File: config.mk
export PLATFORM = sky130hd
export DESIGN_NAME = bsk_prm_bus_master
export DESIGN_NICKNAME = d
export VERILOG_FILES = /design/src/rtl/bsk_prm_pkg.sv /design/src/rtl/bsk_prm_bus_master.sv
export SDC_FILE = /design/constraint.sdc
export NUM_CORES = 1
export LEC_CHECK = 0
export BUFFER_PORTS_ARGS = -buffer_cell sky130_fd_sc_hd__clkbuf_2
export CAP_MARGIN = 5
export CORE_ASPECT_RATIO = 0.6
export CORE_MARGIN = 5
export CORE_UTILIZATION = 30
export DETAILED_ROUTE_END_ITERATION = 10
export PLACE_DENSITY = 0.56
export SYNTH_ARGS = -nofsm -noshare
export SYNTH_HDL_FRONTEND = slang
export SYNTH_SLANG_ARGS = --single-unit
File: constraint.sdc
create_clock -name iClk -period 3.5 [get_ports iClk]
set_input_delay 0.35 -clock iClk [delete_from_list [all_inputs] [get_ports iClk]]
set_output_delay 0.35 -clock iClk [all_outputs]
set_load 0.01 [all_outputs]
File: src/rtl/bsk_prm_pkg.sv
// Shared types and constants for the BskPRM parallel peripheral bus.
package bsk_prm_pkg;

  localparam int BSK_ADDR_W = 2;
  localparam int BSK_DATA_W = 16;

  // Register map of the peripheral on the far side of the bus
  localparam logic [BSK_ADDR_W-1:0] REG_COM_T   = 2'b00;
  localparam logic [BSK_ADDR_W-1:0] REG_COM     = 2'b01;
  localparam logic [BSK_ADDR_W-1:0] REG_COM_IND = 2'b10;
  localparam logic [BSK_ADDR_W-1:0] REG_CTRL    = 2'b11;

  typedef enum logic [1:0] {
    IDLE   = 2'd0,
    SETUP  = 2'd1,
    STROBE = 2'd2,
    HOLD   = 2'd3
  } state_t;

endpackage

File: src/rtl/bsk_prm_bus_master.sv
// BskPRM bus initiator: turns single-word valid/ready requests into
// setup / strobe / hold bus cycles and returns a one-clock response pulse.
// Every output is a flop; the pin-level tri-state buffer lives outside.
module bsk_prm_bus_master
  import bsk_prm_pkg::*;
#(
  parameter logic [3:0] CS_CODE  = 4'b0111,
  parameter int         T_SETUP  = 2,
  parameter int         T_STROBE = 4,
  parameter int         T_HOLD   = 2,
  parameter int         CNT_W    = 4
) (
  input  logic                  iClk,
  input  logic                  iRes,
  input  logic                  iReqValid,
  output logic                  oReqReady,
  input  logic                  iReqWr,
  input  logic [BSK_ADDR_W-1:0] iReqA,
  input  logic [BSK_DATA_W-1:0] iReqD,
  output logic                  oRspValid,
  output logic                  oRspWr,
  output logic [BSK_DATA_W-1:0] oRspD,
  output logic [3:0]            oCS,
  output logic [BSK_ADDR_W-1:0] oA,
  output logic                  oRd,
  output logic                  oWr,
  output logic [BSK_DATA_W-1:0] oD,
  output logic                  oDOe,
  input  logic [BSK_DATA_W-1:0] iD
);

  // Counter reload values: a phase of T clocks counts T-1 down to 0
  localparam logic [CNT_W-1:0] LD_SETUP  = CNT_W'(T_SETUP - 1);
  localparam logic [CNT_W-1:0] LD_STROBE = CNT_W'(T_STROBE - 1);
  localparam logic [CNT_W-1:0] LD_HOLD   = CNT_W'(T_HOLD - 1);

  state_t                  state;
  logic [CNT_W-1:0]        cnt;
  logic                    wr_q;   // type of the cycle in flight
  logic [BSK_DATA_W-1:0]   rd_q;   // bus data captured at the end of the strobe

  // Cycle sequencer: phase FSM, phase counter and all registered outputs
  always_ff @(posedge iClk or negedge iRes) begin
    if (!iRes) begin
      state     <= IDLE;
      cnt       <= '0;
      wr_q      <= 1'b0;
      rd_q      <= '0;
      oReqReady <= 1'b0;
      oRspValid <= 1'b0;
      oRspWr    <= 1'b0;
      oRspD     <= '0;
      oCS       <= ~CS_CODE;
      oA        <= '0;
      oRd       <= 1'b1;
      oWr       <= 1'b1;
      oD        <= '0;
      oDOe      <= 1'b0;
    end else begin
      oRspValid <= 1'b0;
      case (state)
        IDLE: begin
          // Ready is a flop, so the handshake uses its registered value
          if (oReqReady && iReqValid) begin
            wr_q      <= iReqWr;
            oA        <= iReqA;
            oCS       <= CS_CODE;
            oReqReady <= 1'b0;
            cnt       <= LD_SETUP;
            state     <= SETUP;
            if (iReqWr) begin
              oD   <= iReqD;
              oDOe <= 1'b1;
            end
          end else begin
            oReqReady <= 1'b1;
          end
        end
        SETUP: begin
          if (cnt == '0) begin
            oRd   <= wr_q;
            oWr   <= ~wr_q;
            cnt   <= LD_STROBE;
            state <= STROBE;
          end else begin
            cnt <= cnt - 1'b1;
          end
        end
        STROBE: begin
          if (cnt == '0) begin
            // Read data is valid on the bus while the strobe is still low
            if (!wr_q) rd_q <= iD;
            oRd   <= 1'b1;
            oWr   <= 1'b1;
            cnt   <= LD_HOLD;
            state <= HOLD;
          end else begin
            cnt <= cnt - 1'b1;
          end
        end
        HOLD: begin
          if (cnt == '0) begin
            oCS       <= ~CS_CODE;
            oDOe      <= 1'b0;
            oRspValid <= 1'b1;
            oRspWr    <= wr_q;
            oReqReady <= 1'b1;
            if (!wr_q) oRspD <= rd_q;
            state     <= IDLE;
          end else begin
            cnt <= cnt - 1'b1;
          end
        end
        default: state <= IDLE;
      endcase
    end
  end

endmodule

* After elaboration in Yosys (flattened, before gate mapping)
Index checks and enable logic that the tools add are counted.
** Word-level totals
- Register bits :: 67
- Latch bits :: 0
- Input port bits :: 38
- Memory bits (writable) :: 0
- Memory bits (read-only) :: 0
- Output and inout port bits :: 44
- Memories :: 0
** Cells by class
- Equal/unequal tests :: 9
- Multipliers :: 0
- Bitwise gates (word level) :: 1
- Div/mod/pow operators :: 0
- Reduce and logical (&&, ||, !) cells :: 16
- Shift operators :: 0
- Multiplexer cells :: 26
- Add/subtract/negate cells :: 1
- Magnitude comparators :: 0
** Operators by type and width (number)
- two-way mux 4 bit :: 6
- one-hot mux 4 bit (4 select lines) :: 1
- AND reduction 3 bit :: 5
- != test 2 bit (second input constant) :: 6
- two-way mux 1 bit :: 9
- two-way mux 2 bit :: 4
- one-hot mux 1 bit (2 select lines) :: 4
- one-hot mux 2 bit (4 select lines) :: 1
- one-hot mux 4 bit (2 select lines) :: 1
- AND reduction 2 bit :: 4
- AND reduction 4 bit :: 2
- equality test 2 bit (second input constant) :: 2
- zero test 4 bit :: 1
- nonzero test 2 bit :: 2
- subtractor 4 x 1 -> 4 bit (second input constant) :: 1
- equality test 2 x 1 -> 1 bit (second input constant) :: 1
- zero test 2 bit :: 1
- logical AND 1 bit :: 1
- inverter 1 bit :: 1

* Logic depth before layout (Yosys ltp)
Gate-level depths: netlist of run 1.
- Depth in word-level cells :: 3
- Gate-level depth with buffers :: 8
- Mapped depth without buffers :: 5

* Least setup slack after synthesis of run 1
Ideal clock, no wire load.
- Path kind :: flip-flop to flip-flop
- Start point :: register cnt[0]
- End point :: register oRspD[0]
- Data arrival time :: 1737 ps
- Library setup time :: 125 ps
- Slack :: 1638 ps
- Cell stages (with the launch flop) :: 9
- Buffers on the path :: 3
- Clock period less this slack :: 1862 ps
- Cell sequence :: dfrtp_1 > inv_1 > ha_1 > nor4bb_1 > buf_4 > and2_4 > buf_12 > buf_12 > mux2_4
** Between the ends
- Word-level cells in the longest chain between the ends :: 2
** RTL lines
- from (decl) :: RTL line bsk_prm_bus_master.sv:38 : logic [CNT_W-1:0] cnt;
- from (signal assigned) :: RTL line bsk_prm_bus_master.sv:86 : cnt <= cnt - 1'b1;
- from (signal assigned) :: RTL line bsk_prm_bus_master.sv:98 : cnt <= cnt - 1'b1;
- from (signal assigned) :: RTL line bsk_prm_bus_master.sv:111 : cnt <= cnt - 1'b1;
- zero test 4 bit :: RTL line bsk_prm_bus_master.sv:102 : if (cnt == '0) begin
- AND reduction 3 bit (no source line)
- to (signal assigned) :: RTL line bsk_prm_bus_master.sv:108 : if (!wr_q) oRspD <= rd_q;
- to (decl) :: RTL line bsk_prm_bus_master.sv:22 : output logic [BSK_DATA_W-1:0] oRspD,
No other way between the ends.
A chain may end at the register's enable or synchronous reset.

* Worst setup path after layout of run 1
- Start point :: register state[1]
- End point :: register oD[13]
** Between the ends
- Word-level cells in the longest chain between the ends :: 2
** RTL lines
- from (decl) :: RTL line bsk_prm_bus_master.sv:37 : state_t state;
- from (signal assigned) :: RTL line bsk_prm_bus_master.sv:45 : state <= IDLE;
- from (signal assigned) :: RTL line bsk_prm_bus_master.sv:70 : state <= SETUP;
- from (signal assigned) :: RTL line bsk_prm_bus_master.sv:84 : state <= STROBE;
- zero test 2 bit :: RTL line bsk_prm_bus_master.sv:61 : case (state)
- AND reduction 3 bit (no source line)
- to (signal assigned) :: RTL line bsk_prm_bus_master.sv:72 : oD <= iReqD;
- to (decl) :: RTL line bsk_prm_bus_master.sv:27 : output logic [BSK_DATA_W-1:0] oD,
No other way between the ends.

==> impl_metrics.ini, run 1 <==
[run_status]
status = completed

[die]
start_util = 0.3051
die_area_mm2 = 0.01133
ioPinCount = 82
rows = 27
core_mm2 = 0.009087
die_w_um = 134.1
die_h_um = 84.47

[clocking]
cts_setup_buffers = 0
post_cts_resize_count = 0
cts_buffers = 9
cts_tree = yes
clock_latency_ps = 320
cts_max_path_buffers = 2
clkSinkCount = 65
h-tree-depth = 3
cts.clk_slew.worst_paths_ps = 50
cts_root_buf = clkbuf_16
ctsHoldBuffers = 1

[worst_setup_path]
cpPeakStageDelay_ps = 550
reg2reg_slack_ps = 1450
crit_path_cell_trace = inv_1 -> ha_1 -> nand4_2 -> mux2_2
crit_path_max_fanout = 18
setup.worst_path.class = flop to flop
cp-start-kind = flop
critPathSlowestCell = nand4_2
cp.arrival_ps = 2250
end_kind = flop
required_ps = 3700

[timing]
final.setup.tns_ps = 0
fin_crit_sh = 0.5850
skew_ps = 6.445
timing.slew.headroom = 0.5574
tightestPinTransition_ps = 657.9
setup_viol = 0
hold_viol_final = 0
final.min_clock_period_ps = 2047
clock.fmax_mhz = 488.4
rsz0062_at_grt = false
slew_violations = 0

[global_route]
grt_pass1_wl_mm = 9.791
grt_use_met3 = 0.08263
busiest_layer = met2
antenna_found_initial = 0
met2_usage = 0.1480
grtUsageTotal = 0.1118
grt_start_max_net_pins = 47
grt_use_met1 = 0.1388
grt_pass1_vias = 1949
gr-total-overflow = 0

[synth]
synth_cell_types = 38
ys_seq_area_frac = 0.5880
netlist_area_mm2 = 0.002773
synth_edf_count = 0
ys_ff_latch = 65
yosysTopAreaCellShare = 0.5596
synth-async-reset-ratio = 1.000
synth_commonest_cells = 62 x dfrtp_1, 42 x mux2_2, 9 x mux2_4
synthTopCellsByArea = dfrtp_1 56%, mux2_2 17%, mux2_4 4.9%, dfstp_2 2.8%, ha_1 2.7%
yosysMostFrequentCell = dfrtp_1
synth-main-ff-cell = dfrtp_1
synth_fp_nets = 231
synth_area_leader_cell = dfrtp_1
avgSynthCellArea_um2 = 14.83
syn_inst = 187
ys_warn_count = 0

[drt]
drc = 0
vias = 1772
finalWirelength_mm = 6.028
ant_nets = 0
vias_per_cell = 4.486
wl_per_cell_um = 15.26
dr.pass1.iters = 4
drt-initial-drc-count = 60

[final_layout]
drive_gt1_frac = 0.5627
fin_area_mm2 = 0.003585
final_core_util = 0.3945
multi_input_area_mm2 = 0.001033
areaGrowthSynthToFinish_pct = 29.29
nFillCells = 869
diodes = 0
seq_area_mm2 = 0.001630
nNetsFinal = 318

[hold_path]
hp-class = primary input to flop

[placement]
gp_congestion = 0.7393
dpl_cell_area_mm2 = 0.003256
dp_hpwl_mm = 4.390
port_buffers = 81

[power]
peakVddDrop_uv = 312.4
power.density_mw_per_mm2 = 1012
leakage_nw = 1.736

[flow_run]
drv_cap = 0
[worst paths after layout]
kind                       cells past startpoint                    to                  from
max in group asynchronous                      3    cnt[3]$_DFFE_PN0P_                  iRes
hold reg to reg                                1  rd_q[15]$_DFFE_PN0P_  rd_q[15]$_DFFE_PN0P_
setup / recovery                               4    oD[13]$_DFFE_PN0P_  state[1]$_DFFE_PN0P_
min in group asynchronous                      2   rd_q[6]$_DFFE_PN0P_                  iRes
hold / removal                                 2    oD[15]$_DFFE_PN0P_             iReqD[15]
setup reg to reg                               4    oD[13]$_DFFE_PN0P_  state[1]$_DFFE_PN0P_
[power by group]
| group | leakage, nW | switching [mW] | internal (mW) |
|---|---|---|---|
| Clock | 0.159 | 0.306 | 0.628 |
| Combinational | 0.804 | 0.627 | 0.711 |
| Sequential | 0.773 | 0.223 | 1.13 |
[final cells by class]
type	count	area share
clock buffer	14	0.07923
clock inverter	2	0.009773
inverter	7	0.007330
multi-input combinational	107	0.2883
sequential	65	0.4548
tap	116	0.04049
timing repair buffer	84	0.1201
[cell usage in the layout (no fill, tap or decap), types with 3 or more instances in the layout]
| master | synthesis | routed |
|---|---|---|
| clkbuf_16 | 0 | 9 |
| dfrtp_1 | 62 | 62 |
| clkbuf_2 | 0 | 80 |
| nor2b_1 | 3 | 3 |
| clkbuf_8 | 0 | 4 |
| dfstp_2 | 3 | 3 |
| nand3_1 | 3 | 3 |
| ha_1 | 6 | 6 |
| a21oi_1 | 3 | 3 |
| nand2_1 | 4 | 4 |
| mux2_4 | 9 | 9 |
| nor2_1 | 6 | 6 |
| inv_1 | 7 | 7 |
| nor3_1 | 3 | 3 |
| mux2_2 | 42 | 42 |
| o22a_1 | 3 | 3 |
[metal layers]
layer / routed length (um) / part of all wire
met1: 2880 / 0.48
met2: 2275 / 0.38
met3: 773 / 0.13
met4: 98 / 0.016
met5: 0 / 0
[stage by stage]
stage	cells	worst slack (ps)	hold WS, ps	power [mW]
global route	395	1248	241.0	3.878
global placement	378	1478	319.5	2.689
floorplan	187	1638	54.41	2.284
detailed placement	378	1403	320.0	2.729
CTS	395	1410	240.8	3.695
finish	395	1453	256.4	3.628
[flip-flops by register name (all words and copies together) (netlist names)]
register / count
oD: 16
oRspD: 16
rd_q: 16
cnt: 4
oA: 2
oCS: 2
state: 2
oDOe: 1
oRd: 1
oReqReady: 1
oRspValid: 1
oRspWr: 1
oWr: 1
wr_q: 1
[worst max-delay path: cells and delay by family, from the launching register on]
kind          cells  cell delay, ps
simple gates      1             550
mux               1             470
flops             1             410
fa+ha+maj         1             390
buf+inv           1             100
[logic make-up after synthesis]
kind of cell / after synthesis / synth area share
xor+xnor: 1 / 0.003159
flops: 65 / 0.5880
simple gates: 27 / 0.06363
mux: 51 / 0.2193
compound gates: 22 / 0.05957
buf+inv: 15 / 0.03926
fa+ha+maj: 6 / 0.02708
No activity file was read; power rests on OpenSTA's default activity.
==> run 2: changes to the inputs <==
- ABC_AREA: unset -> 1
- PLACE_DENSITY: 0.56 -> 0.58
- clock period: 3.5 -> 1.85 ns (I/O delays scaled with it)
==> run 2 against run 1 <==
Compared with the run above: total power grew 84%; first-iteration DRC count rose by 67%; synthesized cell count grew 70%; highest routed layer unchanged; setup slack worse by 1300 ps; cell count is 36% higher.
==> impl_metrics.ini, run 2 <==
[run_status]
status = completed

[drt]
dr.pass1.iters = 4
dr_wl_met3_um = 490
top_layer = met4
wl_met1_mm = 3.253
wl_per_cell_um = 12.07
vias = 2279
drt-initial-drc-count = 100
vias_per_cell = 4.236
dr_wl_met2_mm = 2.700
finalWirelength_mm = 6.491
ant_nets = 0
drc = 0

[synth]
synth_cell_types = 25
ys_warn_count = 0
synth_edf_count = 0
avgSynthCellArea_um2 = 8.956
synth_fp_nets = 361
synth_commonest_cells = 117 x nand2_1, 62 x dfrtp_1, 33 x inv_1
syn_inst = 317
synthTopCellsByArea = dfrtp_1 55%, nand2_1 15%, inv_1 4.4%, nand3_1 4.1%, dfstp_2 2.8%
synth_area_leader_cell = dfrtp_1
ys_seq_area_frac = 0.5743
yosysMostFrequentCell = nand2_1
synth-async-reset-ratio = 1.000
synth-main-ff-cell = dfrtp_1
yosysTopAreaCellShare = 0.5465
ys_ff_latch = 65
netlist_area_mm2 = 0.002839

[worst_setup_path]
crit_path_cell_trace = inv_1 -> ha_2 -> nand2_1 -> nor2_1 -> nand3_1 -> buf_4 -> nor2_1 -> a21oi_1
cpPeakStageDelay_ps = 370
crit_path_max_fanout = 32
end_kind = flop
required_ps = 2040
cp.arrival_ps = 1850
cp.buffers_inverters = 2
cp_top_family = simple AND/OR/NAND/NOR gates
critPathSlowestCell = dfrtp_1
cp-start-kind = flop
setup.worst_path.class = flop to flop
critPathMostFrequentCell = nor2_1

[timing]
clock.fmax_mhz = 603.0
timing.slew.headroom = 0.7694
skew_ps = 7.274
final.min_clock_period_ps = 1658
tightestPinTransition_ps = 345.9
slew_violations = 0
setup_viol = 0
fin_crit_sh = 0.8964
final.setup.tns_ps = 0
hold_viol_final = 0
rsz0062_at_grt = false

[final_layout]
nNetsFinal = 447
final_cell_mix = 116 x nand2_1, 80 x clkbuf_2, 62 x dfrtp_1
drive_gt1_frac = 0.2966
largestRegisters = oD (16), oRspD (16), rd_q (16)
fin_area_mm2 = 0.003692
areaGrowthSynthToFinish_pct = 30.06
diodes = 0
final_common_cell = nand2_1
nFillCells = 955

[placement]
port_buffers = 81
dp_hpwl_mm = 4.723
dpl_cell_area_mm2 = 0.003368
gp_congestion = 0.8035

[power]
leakage_nw = 2.058
peakVddDrop_uv = 596.9
clockPowerShare = 0.259
p_comb_frac = 0.364
switching_share = 0.3683
internal_power_mw = 4.225
seqPwrFrac = 0.377
power.switching_mw = 2.463
power.density_mw_per_mm2 = 1811

[global_route]
grtUsageTotal = 0.1190
antenna_found_initial = 0
grt_pass1_wl_mm = 10.85
grt_start_max_net_pins = 66
grt_pass1_vias = 2282
gr-total-overflow = 0

[clocking]
cts_setup_buffers = 0
cts_tree = yes
cts_buffers = 9
clock_latency_ps = 320
cts_root_buf = clkbuf_16
cts_max_path_buffers = 2
cts.clk_slew.worst_paths_ps = 60
clkSinkCount = 65
h-tree-depth = 3

[die]
rows = 27
core_mm2 = 0.009189
ioPinCount = 82
die_w_um = 135.6
die_area_mm2 = 0.01157
start_util = 0.3090
die_h_um = 85.35

[hold_path]
hp-class = primary input to flop

[flow_run]
drv_cap = 0
==> run 2: changes by cell type after synthesis, moves of 7 or more <==
| cell | delta |
|---|---|
| o21ai_2 | +7 |
| o21ai_1 | +9 |
| inv_1 | +26 |
| mux2_4 | -9 |
| nand3_1 | +20 |
| nor2_1 | +13 |
| nand2_1 | +113 |
| mux2_2 | -40 |
==> run 2: repair_timing <==
action / in CTS / in global routing
hold buffers: 1 / 0
setup endpoints to repair: 0 / 18
gates resized for setup: 0 / 2
endpoints found under the hold margin: 62 / 0
==> run 2: final timing paths <==
| check | start | to | slack, ps | cells after the start |
|---|---|---|---|---|
| max | cnt[0]$_DFFE_PN0P_ | rd_q[2]$_DFFE_PN0P_ | 190 | 8 |
| min | iReqA[0] | oA[0]$_DFFE_PN0P_ | 90 | 2 |
| max reg2reg | cnt[0]$_DFFE_PN0P_ | rd_q[2]$_DFFE_PN0P_ | 190 | 8 |
| min reg2reg | oRd$_DFFE_PN1P_ | oRd$_DFFE_PN1P_ | 470 | 2 |
| max in group asynchronous | iRes | oRd$_DFFE_PN1P_ | 1120 | 3 |
| min in group asynchronous | iRes | oRspD[11]$_DFFE_PN0P_ | 410 | 3 |
==> run 2: worst reg2reg max path: cells and delay by family, from the launching register on <==
family	cells	cell delay [ps]
simple gates	4	440
compound gates	1	50
flops	1	370
buf+inv	2	400
fa+ha+maj	1	270
==> run 2: per-layer routing <==
layer  vias up  GRT usage
li1       1157          -
met1      1050     0.1617
met2        66     0.1701
met3         6    0.05154
met4         0    0.03843
met5         -          0
==> run 2: power groups by stage <==
stage / registers, mW / clock network [mW] / logic (mW)
5_1_grt: 2.62 / 1.84 / 2.80
3_3_place_gp: 2.53 / 0 / 2.42
4_1_cts: 2.53 / 1.78 / 2.49
6_report: 2.52 / 1.73 / 2.44
2_1_floorplan: 2.68 / 0 / 1.46
3_5_place_dp: 2.54 / 0 / 2.47
==> run 2: cell families after synthesis <==
| group | count (synthesis) | synth area share |
|---|---|---|
| AOI/OAI and AO/OA | 33 | 0.06919 |
| adders and majority gates | 6 | 0.02644 |
| buffers and inverters | 46 | 0.07801 |
| DFF | 65 | 0.5743 |
| muxes | 2 | 0.007932 |
| and+or+nand+nor | 165 | 0.2442 |
==> run 2: final cells by class <==
cell class | count | area [um^2] | share of cell area
clock buffer | 14 | 274.0 | 0.07421
clock inverter | 2 | 35.03 | 0.009488
multi-input combinational | 206 | 992.2 | 0.2687
tap | 130 | 162.7 | 0.04405
timing repair buffer | 87 | 465.4 | 0.1261
sequential | 65 | 1630 | 0.4415
inverter | 34 | 132.6 | 0.03592
==> run 2: metrics by stage <==
| stage | power [mW] | worst slack, ps | instances | hold WS (ps) | util |
|---|---|---|---|---|---|
| 3_3_place_gp | 4.945 | 180.0 | 521 | 229.0 | 0.3666 |
| 4_1_cts | 6.800 | 67.12 | 538 | 81.09 | 0.4013 |
| 6_report | 6.688 | 191.7 | 538 | 93.45 | 0.4018 |
| 3_5_place_dp | 5.012 | 108.5 | 521 | 233.8 | 0.3666 |
| 2_1_floorplan | 4.139 | 364.7 | 317 | -110.6 | - |
| 5_1_grt | 7.259 | 7.924 | 538 | 87.99 | 0.4018 |
==> run 3: changes to the inputs <==
- CTS_BUF_LIST: unset -> sky130_fd_sc_hd__clkbuf_2 sky130_fd_sc_hd__clkbuf_4 sky130_fd_sc_hd__clkbuf_8
==> run 3 against run 2 <==
Compared with the run above: clock skew is 2.7 ps higher; flip-flop and latch count stayed put; cell count stayed put; core utilization is 1.0 points lower; via count hardly changed; routed wire length is 0.62% lower; hold slack worse by 14 ps; non-clock buffer count stayed put; first-iteration DRC count is 32% higher; clock power is 26% lower; global-route usage is 0.19 points lower.
==> impl_metrics.ini, run 3 (synthesis results as in run 2) <==
[worst_setup_path]
r2r_start = cnt[0]$_DFFE_PN0P_
cp.buffers_inverters = 2
setup.worst_path.class = flop to flop
crit_path_max_fanout = 32
startpoint = cnt[0]$_DFFE_PN0P_
critPathMostFrequentCell = nor2_1
reg2reg_slack_ps = 170
crit_path_cell_trace = inv_1 -> ha_2 -> nand2_1 -> nor2_1 -> nand3_1 -> buf_4 -> nor2_1 -> a21oi_1
cpPeakStageDelay_ps = 380
cp_top_family = simple AND/OR/NAND/NOR gates
cp.depth = 8
cp.arrival_ps = 1890
rr_worst_depth = 8
cp-endpoint = rd_q[2]$_DFFE_PN0P_
cp-start-kind = flop
critPathSlowestCell = dfrtp_1
r2r_end = rd_q[2]$_DFFE_PN0P_
required_ps = 2060
end_kind = flop

[drt]
dr.pass1.iters = 4
finalWirelength_mm = 6.451
vias_per_cell = 4.232
drt-initial-drc-count = 132
ant_nets = 0
vias = 2277
wl_per_cell_um = 11.99
drc = 0

[placement]
gp_congestion = 0.8035
dp_hpwl_mm = 4.723
port_buffers = 81

[power]
power.density_mw_per_mm2 = 1731
peakVddDrop_uv = 576.0
p_comb_frac = 0.391
seqPwrFrac = 0.404
switching_share = 0.3849
leakage_nw = 2.019
power_mw = 6.229
clockPowerShare = 0.205
power.switching_mw = 2.398
internal_power_mw = 3.831

[final_layout]
areaGrowthSynthToFinish_pct = 26.75
largestRegisters = oD (16), oRspD (16), rd_q (16)
final_core_util = 0.3916
drive_gt1_frac = 0.3015
diodes = 0
final_common_cell = nand2_1
final_cell_mix = 116 x nand2_1, 80 x clkbuf_2, 62 x dfrtp_1
nNetsFinal = 447

[clocking]
clkSinkCount = 65
cts_root_buf = clkbuf_8
clock_latency_ps = 340
cts.clk_slew.worst_paths_ps = 70
cts_buffers = 9
cts_max_path_buffers = 2
h-tree-depth = 3
cts_setup_buffers = 0
cts_tree = yes

[timing]
fin_crit_sh = 0.9080
rsz0062_at_grt = false
clock.fmax_mhz = 595.3
tightestPinTransition_ps = 347.6
whs_ps = 79.20
hold_viol_final = 0
final.min_clock_period_ps = 1680
setup_viol = 0
timing.slew.headroom = 0.7683
final.setup.tns_ps = 0
slew_violations = 0
skew_ps = 9.985

[die]
ioPinCount = 82
die_area_mm2 = 0.01157
rows = 27
die_w_um = 135.6
core_mm2 = 0.009189
start_util = 0.3090
die_h_um = 85.35

[global_route]
gr-total-overflow = 0
antenna_found_initial = 0
grt_pass1_wl_mm = 10.74
grtUsageTotal = 0.1171
grt_pass1_vias = 2268
grt_start_max_net_pins = 66

[hold_path]
hp-class = primary input to flop

[run_status]
status = completed

[flow_run]
drv_cap = 0
-- run 3: cell count changes in the layout (fill, tap and decap cells not counted) --
cell	before	now
clkbuf_16	9	0
clkbuf_8	3	12
clkbuf_1	2	0
clkbuf_4	0	2
-- run 3: cell type report --
class,instances,area (um^2)
clock buffers,14,180.2
clock inverters,2,35.03
fillers,969,5590
inverters,34,132.6
multi-input cells,206,992.2
flip-flops and latches,65,1630
well taps,130,162.7
repair buffers,87,465.4
-- run 3: power groups by stage --
stage	clock, mW	sequential (mW)	combinational, mW
after floorplan	0	2.68	1.46
after global placement	0	2.53	2.42
after detailed placement	0	2.54	2.47
after CTS	1.33	2.52	2.49
after global routing	1.38	2.61	2.80
final	1.28	2.52	2.43
-- run 3: worst register-to-register path: stages, from the launching register on --
cell     delay (ps)
dfrtp_1         380
inv_1           160
ha_2            270
nand2_1          70
nor2_1          150
nand3_1         100
buf_4           240
nor2_1          140
a21oi_1          50
-- run 3: how the worst min path moves through the flow --
stage,from,end,slack (ps),cells after the start
after floorplan,iRes,cnt[0]$_DFFE_PN0P_,-110,0
after detailed placement,iRes,oRspD[11]$_DFFE_PN0P_,230,2
final,iD[8],rd_q[8]$_DFFE_PN0P_,80,3
after global routing,iReqA[0],oA[0]$_DFFE_PN0P_,70,2
after global placement,iRes,oRspD[11]$_DFFE_PN0P_,230,2
after CTS,iReqA[0],oA[0]$_DFFE_PN0P_,60,2
-- run 3: per-stage QoR --
stage	setup slack, ps	instance area, um^2	instances
6_report	170.1	3598	538
5_1_grt	4.270	3598	538
4_1_cts	63.72	3593	538
3_5_place_dp	108.5	3368	521
3_3_place_gp	180.0	3368	521
2_1_floorplan	364.7	2839	317
-- run 3: layer usage --
metal	share of wire	GRT usage	vias to the layer above
li1	-	-	1159
met1	0.51	0.1606	1046
met2	0.41	0.1688	63
met3	0.072	0.04976	9
met4	0.011	0.03294	0
met5	0	0	-
-- run 3: timing repair --
item,in CTS,in global routing
hold endpoints to repair,62,0
resized for setup,0,2
setup endpoints to repair,0,18
hold buffers,1,0
